`config.mk`:
```
export PLATFORM = sky130hd
export DESIGN_NAME = branch_resolve_unit
export DESIGN_NICKNAME = d
export VERILOG_FILES = /design/src/rtl/branch_resolve_unit_pkg.sv /design/src/rtl/pred_queue.sv /design/src/rtl/branch_resolve_unit.sv
export SDC_FILE = /design/constraint.sdc
export NUM_CORES = 1
export LEC_CHECK = 0
export ABC_AREA = 1
export CORE_ASPECT_RATIO = 0.5
export CORE_UTILIZATION = 55
export DETAILED_ROUTE_END_ITERATION = 10
export GPL_ROUTABILITY_DRIVEN = 0
export HOLD_SLACK_MARGIN = 0.15
export PLACE_DENSITY = 0.81
export SYNTH_ARGS = -nofsm -noshare
export SYNTH_HDL_FRONTEND = slang
export SYNTH_SLANG_ARGS = --single-unit
```
`constraint.sdc`:
```
create_clock -name clock -period 6.3 [get_ports clock]
set_clock_uncertainty 0.15 [all_clocks]
set_input_delay 1.89 -clock clock [delete_from_list [all_inputs] [get_ports clock]]
set_output_delay 1.89 -clock clock [all_outputs]
set_load 0.01 [all_outputs]
```
`src/rtl/branch_resolve_unit_pkg.sv`:
```
// Shared types and constants for the branch resolve unit and its prediction queue.
// The queue entry layout is the single source of truth for both files.
package branch_resolve_unit_pkg;

    localparam int PC_W = 32;
    localparam logic [PC_W-1:0] PC_INCR = 32'd4;

    typedef enum logic {
        ST_RUN     = 1'b0,
        ST_RECOVER = 1'b1
    } bru_state_t;

    typedef struct packed {
        logic [PC_W-1:0] pc;
        logic            taken;
        logic [PC_W-1:0] target;
    } pred_entry_t;

    localparam int ENTRY_W = $bits(pred_entry_t);

    // Statistics counters stick at all-ones instead of wrapping.
    function automatic logic [15:0] sat_inc16(input logic [15:0] value);
        return (value == 16'hFFFF) ? value : value + 16'd1;
    endfunction

endpackage

```
`src/rtl/pred_queue.sv`:
```
// In-flight prediction FIFO with a single-edge flush; push while full is
// only honoured when a pop happens at the same edge.
module pred_queue
    import branch_resolve_unit_pkg::*;
#(
    parameter int DEPTH = 4
) (
    input  logic                     clock,
    input  logic                     reset,
    input  logic                     flush,
    input  logic                     push,
    input  logic [ENTRY_W-1:0]       push_data,
    input  logic                     pop,
    output logic [ENTRY_W-1:0]       head_data,
    output logic                     full,
    output logic                     empty,
    output logic [$clog2(DEPTH):0]   count
);

    localparam int PTR_W = (DEPTH > 1) ? $clog2(DEPTH) : 1;
    localparam int CNT_W = $clog2(DEPTH) + 1;

    logic [ENTRY_W-1:0] mem [DEPTH];
    logic [PTR_W-1:0]   wr_ptr;
    logic [PTR_W-1:0]   rd_ptr;
    logic               do_push;
    logic               do_pop;

    function automatic logic [PTR_W-1:0] next_ptr(input logic [PTR_W-1:0] ptr);
        return (ptr == PTR_W'(DEPTH - 1)) ? '0 : ptr + PTR_W'(1);
    endfunction

    assign full      = (count == CNT_W'(DEPTH));
    assign empty     = (count == '0);
    assign head_data = mem[rd_ptr];

    // Flush wins over everything; a full queue accepts a push only alongside a pop.
    assign do_push = push && !flush && (!full || (pop && !empty));
    assign do_pop  = pop && !flush && !empty;

    always_ff @(posedge clock) begin
        if (do_push) begin
            mem[wr_ptr] <= push_data;
        end
    end

    always_ff @(posedge clock or posedge reset) begin
        if (reset) begin
            wr_ptr <= '0;
            rd_ptr <= '0;
            count  <= '0;
        end else if (flush) begin
            wr_ptr <= '0;
            rd_ptr <= '0;
            count  <= '0;
        end else begin
            if (do_push) begin
                wr_ptr <= next_ptr(wr_ptr);
            end
            if (do_pop) begin
                rd_ptr <= next_ptr(rd_ptr);
            end
            unique case ({do_push, do_pop})
                2'b10:   count <= count + CNT_W'(1);
                2'b01:   count <= count - CNT_W'(1);
                default: count <= count;
            endcase
        end
    end

endmodule

```
`src/rtl/branch_resolve_unit.sv`:
```
// Matches EX branch outcomes against queued IF predictions, drives BTB updates,
// fetch redirects and statistics, and blanks the pipeline for a few cycles after a mispredict.
module branch_resolve_unit
    import branch_resolve_unit_pkg::*;
#(
    parameter int DEPTH          = 4,
    parameter int RECOVER_CYCLES = 2
) (
    input  logic        clock,
    input  logic        reset,
    input  logic        pred_push,
    input  logic [31:0] pred_pc,
    input  logic        pred_taken,
    input  logic [31:0] pred_target,
    output logic        pred_full,
    input  logic        ex_valid,
    input  logic [31:0] ex_pc,
    input  logic        ex_taken,
    input  logic [31:0] ex_target,
    output logic        update_enable,
    output logic [31:0] update_pc,
    output logic [31:0] update_target,
    output logic        redirect,
    output logic [31:0] redirect_pc,
    output logic [15:0] branch_count,
    output logic [15:0] mispredict_count,
    output logic        error
);

    localparam int RC_W = (RECOVER_CYCLES > 1) ? $clog2(RECOVER_CYCLES + 1) : 1;

    bru_state_t          state;
    logic [RC_W-1:0]     recover_cnt;

    pred_entry_t         push_entry;
    pred_entry_t         head;
    logic [ENTRY_W-1:0]  head_data;
    logic                q_full;
    logic                q_empty;
    logic [$clog2(DEPTH):0] q_count;

    logic                in_run;
    logic                pc_match;
    logic                ex_accept;
    logic                ex_bad;
    logic                mispredict;
    logic                q_push;
    logic                q_pop;
    logic                push_drop;

    assign push_entry = '{pc: pred_pc, taken: pred_taken, target: pred_target};
    assign head       = pred_entry_t'(head_data);
    assign pred_full  = q_full;

    // A resolution only counts when it names the oldest outstanding branch.
    assign in_run     = (state == ST_RUN);
    assign pc_match   = (head.pc == ex_pc);
    assign ex_accept  = in_run && ex_valid && !q_empty && pc_match;
    assign ex_bad     = in_run && ex_valid && (q_empty || !pc_match);
    assign mispredict = ex_accept &&
                        ((head.taken != ex_taken) || (ex_taken && (head.target != ex_target)));

    // Younger entries and a same-cycle push are wrong-path once a mispredict is seen.
    assign q_push     = in_run && pred_push && !mispredict;
    assign q_pop      = ex_accept && !mispredict;
    assign push_drop  = in_run && pred_push && q_full && !ex_accept;

    pred_queue #(
        .DEPTH (DEPTH)
    ) u_pred_queue (
        .clock     (clock),
        .reset     (reset),
        .flush     (mispredict),
        .push      (q_push),
        .push_data (push_entry),
        .pop       (q_pop),
        .head_data (head_data),
        .full      (q_full),
        .empty     (q_empty),
        .count     (q_count)
    );

    always_ff @(posedge clock or posedge reset) begin
        if (reset) begin
            state            <= ST_RUN;
            recover_cnt      <= '0;
            update_enable    <= 1'b0;
            update_pc        <= '0;
            update_target    <= '0;
            redirect         <= 1'b0;
            redirect_pc      <= '0;
            branch_count     <= '0;
            mispredict_count <= '0;
            error            <= 1'b0;
        end else begin
            update_enable <= ex_accept && ex_taken;
            redirect      <= mispredict;

            if (ex_accept && ex_taken) begin
                update_pc     <= ex_pc;
                update_target <= ex_target;
            end
            if (mispredict) begin
                redirect_pc      <= ex_taken ? ex_target : ex_pc + PC_INCR;
                mispredict_count <= sat_inc16(mispredict_count);
            end
            if (ex_accept) begin
                branch_count <= sat_inc16(branch_count);
            end
            if (ex_bad || push_drop) begin
                error <= 1'b1;
            end

            // RECOVER lasts RECOVER_CYCLES cycles, leaving when the counter sits at 1.
            unique case (state)
                ST_RUN: begin
                    if (mispredict) begin
                        state       <= ST_RECOVER;
                        recover_cnt <= RC_W'(RECOVER_CYCLES);
                    end
                end
                ST_RECOVER: begin
                    if (recover_cnt <= RC_W'(1)) begin
                        state       <= ST_RUN;
                        recover_cnt <= '0;
                    end else begin
                        recover_cnt <= recover_cnt - RC_W'(1);
                    end
                end
                default: begin
                    state       <= ST_RUN;
                    recover_cnt <= '0;
                end
            endcase
        end
    end

endmodule

```
=== Yosys cells after proc, flatten, opt, wreduce, memory -nomap -nowiden ===
Memory sizes are Yosys's and may differ from the RTL's.
Cells that the tools add are included.

* Bits in registers: 141
* Bits in writable memories: 260
* Output and inout bits: 132
* Logic and storage cells: 86
* Memories: 1

* Add/subtract/negate cells: 8
* Magnitude comparators: 1
* Equality and inequality tests: 11
* Mux-type cells: 17
* Bitwise logic cells: 3
* Reduce and logical (&&, ||, !) cells: 32

{| class="wikitable"
|+ Memory list
! memory !! depth !! bits a word !! read ports !! clocked after Yosys merged registers in !! wr ports !! RTL line !! text
|-
| u_pred_queue.mem || 4 || 65 || 1 || 0 || 1 || pred_queue.sv:23 || <nowiki>logic [ENTRY_W-1:0] mem [DEPTH];</nowiki>
|}

{| class="wikitable"
|+ Operators with widths
! operator !! number
|-
| $add 16x1->16 const B || 2
|-
| $add 32x3->32 const B || 1
|-
| $eq 16x16->1 const B || 2
|-
| $eq 32x32->1 || 1
|-
| $mux 32 || 1
|-
| $ne 32x32->1 || 1
|-
| $logic_and 1x1->1 || 17
|-
| $mux 2 || 8
|-
| $eq 2x2->1 const B || 3
|-
| $pmux 3 s2 || 1
|-
| $logic_not 1->1 || 5
|-
| $add 2x1->2 const B || 2
|-
| $logic_or 1x1->1 || 4
|-
| $mux 1 || 4
|-
| $pmux 2 s2 || 1
|-
| $reduce_and 2->1 || 2
|-
| $reduce_bool 2->1 || 2
|-
| $add 3x1->3 const B || 1
|-
| $eq 3x3->1 const B || 1
|-
| $logic_not 3->1 || 1
|-
| $mux 3 || 1
|-
| $not 1->1 || 3
|-
| $reduce_bool 3->1 || 1
|-
| $sub 3x1->3 const B || 1
|-
| other kinds (6) || 6
|}

=== Longest topological paths before layout ===
Gate-level depths: netlist of the first run.

* Depth after elaboration: 13
* Gate-level depth with buffers: 23
* Depth with buffers taken out: 20

=== By module ===
Synthesis of the first run repeated with hierarchy kept, for this count alone.

* Cell total of the unflattened synthesis: 1,879
* Area, all modules: 18,321.3 um2

{| class="wikitable"
|+ By module, submodules not included
! module !! times used !! cells an instance !! area each (um2) !! seq. area each (um2)
|-
| pred_queue || 1 || 697 || 10,067.2 || 7,982.7
|-
| branch_resolve_unit || 1 || 1,182 || 8,254.2 || 3,353.2
|}

=== Worst setup path before layout of the first run ===
OpenSTA, ideal clock, no wires.

* Path kind: input to register
* From: in ex_pc[18]
* To: mem u_pred_queue.mem[0][0] in the netlist's numbering (enable)
* Setup time: 0.489 ns
* Arrival: 5.834 ns
* Required time: 5.661 ns
* Slack: -0.173 ns
* Cell stages on the path: 11
* Cell sequence: clkbuf_1 > inv_1 > nand3_1 > nand2_1 > nor2_1 > nand2_1 > nor2_1 > nand3_2 > o21ai_0 > nand3_1 > nor2_1

* Word-level cells in the longest chain between the ends: 10

{| class="wikitable"
|+ Ends and longest elaborated chain
! element !! RTL line !! text
|-
| start: declaration || branch_resolve_unit.sv:17 || <nowiki>input logic [31:0] ex_pc,</nowiki>
|-
| $eq 32x32->1 (*) || branch_resolve_unit.sv:57 || <nowiki>assign pc_match = (head.pc == ex_pc);</nowiki>
|-
| $logic_and 1x1->1 (*) || branch_resolve_unit.sv:58 || <nowiki>assign ex_accept = in_run && ex_valid && !q_empty && pc_match;</nowiki>
|-
| $logic_and 1x1->1 || branch_resolve_unit.sv:60 || <nowiki>assign mispredict = ex_accept &&</nowiki>
|-
| $logic_not 1->1 || pred_queue.sv:38, branch_resolve_unit.sv:64, branch_resolve_unit.sv:65 ||
|-
| $logic_and 1x1->1 || branch_resolve_unit.sv:65 || <nowiki>assign q_pop = ex_accept && !mispredict;</nowiki>
|-
| $logic_and 1x1->1 || pred_queue.sv:38 || <nowiki>assign do_push = push && !flush && (!full || (pop && !empty));</nowiki>
|-
| $logic_or 1x1->1 || pred_queue.sv:38 ||
|-
| $logic_and 1x1->1 (*) || pred_queue.sv:38 ||
|-
| $mux 1 (*) || pred_queue.sv:42 || <nowiki>if (do_push) begin</nowiki>
|-
| $mux 1 (not written as such) (*) || pred_queue.sv:43 || <nowiki>mem[wr_ptr] <= push_data;</nowiki>
|-
| end: declaration || pred_queue.sv:23 ||
|}

Every way passes the cells marked *; elsewhere a longest branch is shown, timed or not.

=== Worst setup path in the final report of the first run ===
* From: reg u_pred_queue.rd_ptr[0]
* To: mem u_pred_queue.mem[3][37] in the netlist's numbering (enable)

* Word-level cells in the longest chain between the ends: 12

{| class="wikitable"
|+ Ends and longest elaborated chain
! element !! RTL line !! text
|-
| start: declaration || pred_queue.sv:25 || <nowiki>logic [PTR_W-1:0] rd_ptr;</nowiki>
|-
| start signal: assignment || pred_queue.sv:61 || <nowiki>rd_ptr <= next_ptr(rd_ptr);</nowiki>
|-
| $mem_v2 4x65 (*) || -- ||
|-
| $ne 32x32->1 || branch_resolve_unit.sv:61 || <nowiki>((head.taken != ex_taken) || (ex_taken && (head.target != ex_target)));</nowiki>
|-
| $logic_and 1x1->1 || branch_resolve_unit.sv:61 ||
|-
| $logic_or 1x1->1 || branch_resolve_unit.sv:61 ||
|-
| $logic_and 1x1->1 || branch_resolve_unit.sv:60 ||
|-
| $logic_not 1->1 || pred_queue.sv:38, branch_resolve_unit.sv:64, branch_resolve_unit.sv:65 ||
|-
| $logic_and 1x1->1 || branch_resolve_unit.sv:65 ||
|-
| $logic_and 1x1->1 || pred_queue.sv:38 ||
|-
| $logic_or 1x1->1 || pred_queue.sv:38 ||
|-
| $logic_and 1x1->1 (*) || pred_queue.sv:38 ||
|-
| $mux 1 (*) || pred_queue.sv:42 ||
|-
| $mux 1 (not written as such) (*) || pred_queue.sv:43 ||
|}

Marks and branches as above.

==> results.ini, run 1 <==
[drt]
remaining_design_rule_violation_count = 0
routed_wl_mm = 54.1
drt_pre_antenna_iters = 10
route.vias.total = 15000
drt-wirelength-per-cell_um = 20.9
via_per_inst = 5.82
drt_first_iter_violations = 1979
ant_nets = 0

[layout]
area.growth.synth_to_final_pct = 23.6
layout-drive-gt1-share = 0.0452
post-route-cell-area_um2 = 22400
final_nets = 2264
postLayoutCoreUtil = 0.698

[clock_tree]
max-clock-path-buffers = 3
post_cts.resized_instances = 0
total_cts_buffers = 36
clkTransAtPathRegs_ps = 60
tritoncts = built
cts_max_level = 2
cts_setup_buffers = 0
cts_hold_buffers = 0
cts-root-buf = clkbuf_16
cts_sinks = 401
clk-insertion-delay-late_ps = 540

[global_routing]
top_usage_layer = met2
grt_antenna_before_repair = 2
grt_start_max_net_pins = 87
grt_pass1_wl_mm = 80.5
grt_pass1_vias = 14200
met1_usage = 0.399
use_met2 = 0.529
grt_overflow = 0
grt.total_usage = 0.321
use_met3 = 0.0880

[pwr]
power.density_nw_per_um2 = 285
irDropWorstVdd_mv = 0.196
cellLeakagePower_nw = 9.30
fin_total_pwr_w = 0.00637

[worst_setup_path]
worst_ep_required_time_ps = 6350
crit_chain = clkinv_2 > buf_4 > nand2_1 > nand3_1 > nand3_1 > nand2_1 > nor2_1 > nand2_1 > nor2_1 > nand3_2 > o21ai_0 > nand3_1 > nor2_4 > buf_12
endpoint_kind = register
critical_path_class = register to register
path_max_fanout = 79
cpMaxStageDelayCell = dfrtp_4
reg2reg_setup_slack_ps = 1220
r2r-end = u_pred_queue.mem[3][37]$_DFFE_PP_
worstSetupStartpoint = u_pred_queue.rd_ptr[0]$_DFFE_PP0P_
critPathMaxStageDelay_ps = 820
critPathArrivalTime_ps = 5130
timing.critical_path.to = u_pred_queue.mem[3][37]$_DFFE_PP_
rr_worst_depth = 14
startpoint_type = register
rr_startpoint = u_pred_queue.rd_ptr[0]$_DFFE_PP0P_

[sta]
slew_violations = 0
achievable-frequency_ghz = 0.197
max-slew-margin-rel = 0.346
share_of_the_clock_period_used_by_the_worst_path_after_layout = 0.806
worst_pin_slew_ps = 981
timing.final.hold_violations = 0
period_needed_ps = 5080
rsz0062_at_grt = false
finalSetupViolations = 0

[yosys]
synth-edff-count = 260
yosys.area.top_type_share = 0.431
post_synth.cell_area_avg_um2 = 9.68
dominantRegCellSynth = edfxtp_1
synthMostInstantiatedCell = nand2_1
post_synth_inst_count = 1870
synth.top_cells.by_count = nand2_1 (671), edfxtp_1 (260), nand3_1 (227)
syn-cell-area_um2 = 18100
synth.net_count = 2013
yosys-top-cells-area = edfxtp_1 (43%), dfrtp_1 (19%), nand2_1 (14%)
yosysSeqAreaShare = 0.626
netlist-cell-type-count = 38
ys_async_sr_fraction = 0.352
netlist.top_cell.by_area = edfxtp_1
ys_ff_latch = 401
synth.yosys.warnings = 0

[floorplanning]
fp.dieArea_um2 = 33700
placementRows = 46
chip_height_um = 130
ioPinCount = 266
die_width_um = 259
core_region_area_um2 = 32100
initial_core_util = 0.565

[hold_path]
type_of_the_tightest_min_delay_check = register to register

[place]
io_buffer_count = 265
detailedPlacementHpwl_mm = 37.4
post_dp_cell_area_um2 = 21200

[job]
max_cap_viol_count = 0

[outcome]
outcome = finished, final reports clean

-- worst min path at each step --
stage                                               end                           from  cells after the start  slack, ps
after CTS                 update_target[12]$_DFFE_PP0P_  update_target[12]$_DFFE_PP0P_                      2        330
after floorplan              recover_cnt[0]$_DFFE_PP0P_     recover_cnt[0]$_DFFE_PP0P_                      1        310
after detailed placement   update_target[7]$_DFFE_PP0P_   update_target[7]$_DFFE_PP0P_                      2        310
after global routing      update_target[12]$_DFFE_PP0P_  update_target[12]$_DFFE_PP0P_                      2        340
final                     update_target[12]$_DFFE_PP0P_  update_target[12]$_DFFE_PP0P_                      2        320
after global placement     update_target[1]$_DFFE_PP0P_   update_target[1]$_DFFE_PP0P_                      2        310
-- cells in the final DEF, fill, tap and decap left out, types with 38 or more instances in the layout --
cell type,Yosys,layout
inv_1,108,106
clkbuf_16,0,38
xor2_1,54,54
dfrtp_1,141,139
o21ai_1,59,59
nand2_1,671,671
nor2_1,86,82
nand3_1,227,227
edfxtp_1,260,260
clkdlybuf4s50_1,0,265
o21ai_0,65,65
-- sequential cells by signal, summed over array words and instances (netlist names) --
name,count
branch_count,16
error,1
mispredict_count,16
recover_cnt,2
redirect,1
redirect_pc,32
state,1
u_pred_queue.count,3
u_pred_queue.mem,260
u_pred_queue.rd_ptr,2
u_pred_queue.wr_ptr,2
update_enable,1
update_pc,32
update_target,32
-- final cells by class --
class / instances / area, um^2
antenna: 3 / 7.51
clock buffer: 52 / 1050
clock inverter: 12 / 130
fill: 2318 / 9670
inverter: 117 / 448
multi-input combinational: 1281 / 5980
sequential: 401 / 11300
tap: 432 / 541
timing repair buffer: 284 / 2880
-- layer usage --
metal	share of wire	vias to the layer above
met4	0.050	0
met3	0.11	191
li1	-	6770
met5	0	-
met2	0.47	924
met1	0.37	7149
-- kinds of logic (layout without fill, tap and decap cells) --
group,Yosys count,in the layout,synth area share
AOI/OAI and AO/OA,150,150,0.0433
xor gates and xnor gates,64,64,0.0310
adders and majority gates,9,9,0.00663
buffers and inverters,188,465,0.0453
DFF,401,401,0.626
muxes,3,3,0.00166
other,0,3,0
and+or+nand+nor,1055,1055,0.246
-- worst max-delay path, delay by kind of cell, from the launching register on --
kind / cells / cell delay [ps]
flip-flops: 1 / 820
buffers and inverters: 3 / 1200
AND/OR/NAND/NOR: 10 / 2130
AO/OA/AOI/OAI: 1 / 260
-- per-stage QoR --
step / TNS (ps) / hold slack (ps) / worst slack, ps / cells
2_1_floorplan: -44880 / 308 / -173 / 1870
3_3_place_gp: 0 / 306 / 867 / 2515
3_5_place_dp: 0 / 312 / 858 / 2515
4_1_cts: 0 / 327 / 1380 / 2579
5_1_grt: 0 / 339 / 983 / 2581
6_report: 0 / 324 / 1220 / 2582
-- power by group --
group,internal [W],total [W],switching [W]
clock network,0.00129,0.00226,0.000969
registers,0.00318,0.00326,0.0000798
logic,0.000269,0.000857,0.000589
(Power assumes the default switching activity.)
==> run 2, diff against run 1 <==
==> constraint.sdc (replaced) <==
create_clock -name clock -period 4.69 [get_ports clock]
set_clock_uncertainty 0.15 [all_clocks]
set_input_delay 1.407 -clock clock [delete_from_list [all_inputs] [get_ports clock]]
set_output_delay 1.407 -clock clock [all_outputs]
set_load 0.01 [all_outputs]
==> results.ini, run 2 (synthesis results as in run 1) <==
[clock_tree]
max-clock-path-buffers = 3  ; unchanged
cts_sinks = 401  ; unchanged
cts_max_level = 2  ; unchanged
post_cts.resized_instances = 0  ; unchanged
cts-root-buf = clkbuf_16
clk-insertion-delay-late_ps = 560  ; +20 ps
tritoncts = built
clkTransAtPathRegs_ps = 80  ; +20 ps
cts_hold_buffers = 0  ; unchanged
cts_setup_buffers = 0  ; unchanged
total_cts_buffers = 36  ; unchanged

[drt]
via_per_inst = 5.77  ; -0.98%
remaining_design_rule_violation_count = 0  ; unchanged
drt_first_iter_violations = 2010  ; +1.6%
route.vias.total = 15100  ; +0.17%
ant_nets = 0  ; unchanged
drt-wirelength-per-cell_um = 21.0  ; +0.25%
routed_wl_mm = 54.8  ; +1.4%
drt_pre_antenna_iters = 6  ; -4

[pwr]
clock_power_share = 0.364  ; +0.010
internal_power_w = 0.00654  ; +38%
power.switching_w = 0.00230  ; +40%
irDropWorstVdd_mv = 0.257  ; +31%
power.sequential.fraction = 0.494  ; -0.017
share_comb_of_total_power = 0.141  ; +0.006
cellLeakagePower_nw = 9.49  ; +2.0%
power.density_nw_per_um2 = 387  ; +36%
netSwitchingFraction = 0.260  ; +0.00301

[sta]
setup_ws_ps = 607  ; -613 ps
achievable-frequency_ghz = 0.245  ; +24%
finalSetupViolations = 0  ; unchanged
worst_pin_slew_ps = 806  ; -175 ps
timing.final.hold_violations = 0  ; unchanged
period_needed_ps = 4080  ; -997 ps
slew_violations = 0  ; unchanged
max-slew-margin-rel = 0.462  ; +0.117
rsz0062_at_grt = false
fin_worst_hold_slack_ps = 321  ; -3.89 ps
share_of_the_clock_period_used_by_the_worst_path_after_layout = 0.871  ; +0.0643

[layout]
fillers = 2321  ; +0.13%
final_nets = 2288  ; +1.1%
area.growth.synth_to_final_pct = 26.0
regMostFlops = u_pred_queue.mem
most-common-layout-cells = nand2_1 (671), clkdlybuf4s50_1 (265), edfxtp_1 (260)
finalNonFillerCells = 2612  ; +1.2%
layout.cells.most_common = nand2_1
layout-drive-gt1-share = 0.0607  ; +0.0156
max_ffs_per_register = 260  ; unchanged

[global_routing]
grt_overflow = 0  ; unchanged
grt_pass1_vias = 14200  ; -0.063%
grt.total_usage = 0.326  ; +0.00537
grt_start_max_net_pins = 142  ; +63%
grt_pass1_wl_mm = 82.0  ; +1.9%
grt_antenna_before_repair = 5  ; +3

[worst_setup_path]
startpoint_type = register
critPathMaxStageDelay_ps = 460  ; -360 ps
critical_path_class = register to register
worstSetupStartpoint = u_pred_queue.rd_ptr[0]$_DFFE_PP0P_
rr_startpoint = u_pred_queue.rd_ptr[0]$_DFFE_PP0P_
rr_worst_depth = 15  ; +1
reg2reg_setup_slack_ps = 610  ; -610 ps
endpoint_kind = register
cpMaxStageDelayCell = clkinv_2
critPathArrivalTime_ps = 4170  ; -960 ps
worst_ep_required_time_ps = 4770  ; -1580 ps
timing.critical_path.to = u_pred_queue.mem[2][17]$_DFFE_PP_
worst-path-stages = 15  ; +1
critical_path_buf_inv_count = 4  ; +1
crit_chain = clkinv_2 > buf_12 > nand2_1 > nand3_1 > nand3_1 > nand2_1 > nor2_1 > nand2_1 > nor2_1 > nand3_2 > o21ai_0 > nand3_1 > buf_4 > nor2_4 > buf_12
path_max_fanout = 50  ; -37%
cpLargestDelayFamily = simple AND/OR/NAND/NOR gates
r2r-end = u_pred_queue.mem[2][17]$_DFFE_PP_

[hold_path]
type_of_the_tightest_min_delay_check = register to register

[floorplanning]
die_width_um = 259  ; unchanged
placementRows = 46  ; unchanged
fp.dieArea_um2 = 33700  ; unchanged
initial_core_util = 0.565  ; unchanged
chip_height_um = 130  ; unchanged
ioPinCount = 266  ; unchanged
core_region_area_um2 = 32100  ; unchanged

[place]
dp_slack_ps = 269  ; -589 ps
dpl.cell_count = 2539  ; +0.95%
io_buffer_count = 265  ; unchanged
detailedPlacementHpwl_mm = 38.4  ; +2.6%

[job]
max_cap_viol_count = 0  ; unchanged

[outcome]
outcome = finished, final reports clean

[run 2: cell count changes in the layout (fill, tap and decap cells not counted), moves of 4 or more]
cell,previous run,this run
buf_12,7,18
buf_4,12,25
clkbuf_1,9,2
clkinvlp_4,0,5
diode_2,3,7
[run 2: worst min-delay path by stage]
stage,slack [ps],to,cells past startpoint,startpoint
after floorplan,310,recover_cnt[0]$_DFFE_PP0P_,1,recover_cnt[0]$_DFFE_PP0P_
after global placement,300,update_target[28]$_DFFE_PP0P_,2,update_target[28]$_DFFE_PP0P_
after detailed placement,310,update_target[28]$_DFFE_PP0P_,2,update_target[28]$_DFFE_PP0P_
after CTS,330,update_target[28]$_DFFE_PP0P_,2,update_target[28]$_DFFE_PP0P_
after global routing,350,update_target[23]$_DFFE_PP0P_,2,update_target[23]$_DFFE_PP0P_
final,320,update_target[28]$_DFFE_PP0P_,2,update_target[28]$_DFFE_PP0P_
[run 2: cell type report]
| class | instances | area, um^2 | area share |
|---|---|---|---|
| Sequential cell | 401 | 11300 | 0.497 |
| Antenna cell | 7 | 17.5 | 0.000768 |
| Timing Repair Buffer | 308 | 3200 | 0.140 |
| Multi-Input combinational cell | 1281 | 5980 | 0.262 |
| Clock buffer | 45 | 1030 | 0.0450 |
| Inverter | 117 | 445 | 0.0195 |
| Tap cell | 432 | 541 | 0.0237 |
| Clock inverter | 21 | 256 | 0.0112 |
[run 2: worst register-to-register path, cell delays in order (launching register included)]
cell and delay, ps:
dfrtp_4 440, clkinv_2 460, buf_12 400, nand2_1 150, nand3_1 200, nand3_1 180
nand2_1 80, nor2_1 120, nand2_1 70, nor2_1 160, nand3_2 200, o21ai_0 290
nand3_1 110, buf_4 180, nor2_4 340, buf_12 240
[run 2: routing by layer]
layer | GRT usage | routed length [um] | vias up
li1 | - | - | 6846
met1 | 0.415 | 20800 | 7144
met2 | 0.518 | 25400 | 839
met3 | 0.0794 | 5200 | 231
met4 | 0.188 | 3410 | 0
met5 | 0 | 0 | -
[run 2: power groups by stage]
stage	Clock, W	Combinational (W)	Sequential (W)
4_1_cts	0.00324	0.00123	0.00437
6_report	0.00322	0.00125	0.00437
2_1_floorplan	0	0.000601	0.00444
3_5_place_dp	0	0.00122	0.00444
3_3_place_gp	0	0.00119	0.00442
5_1_grt	0.00339	0.00135	0.00439
[run 2: stage by stage]
stage	utilization	TNS, ps	total power, W	cell area [um^2]
after global placement	0.671	0	0.00561	21500
after global routing	0.711	0	0.00913	22800
final	0.712	0	0.00884	22800
after detailed placement	0.671	0	0.00565	21500
after CTS	0.711	0	0.00883	22800
after floorplan	-	-72390	0.00504	18100
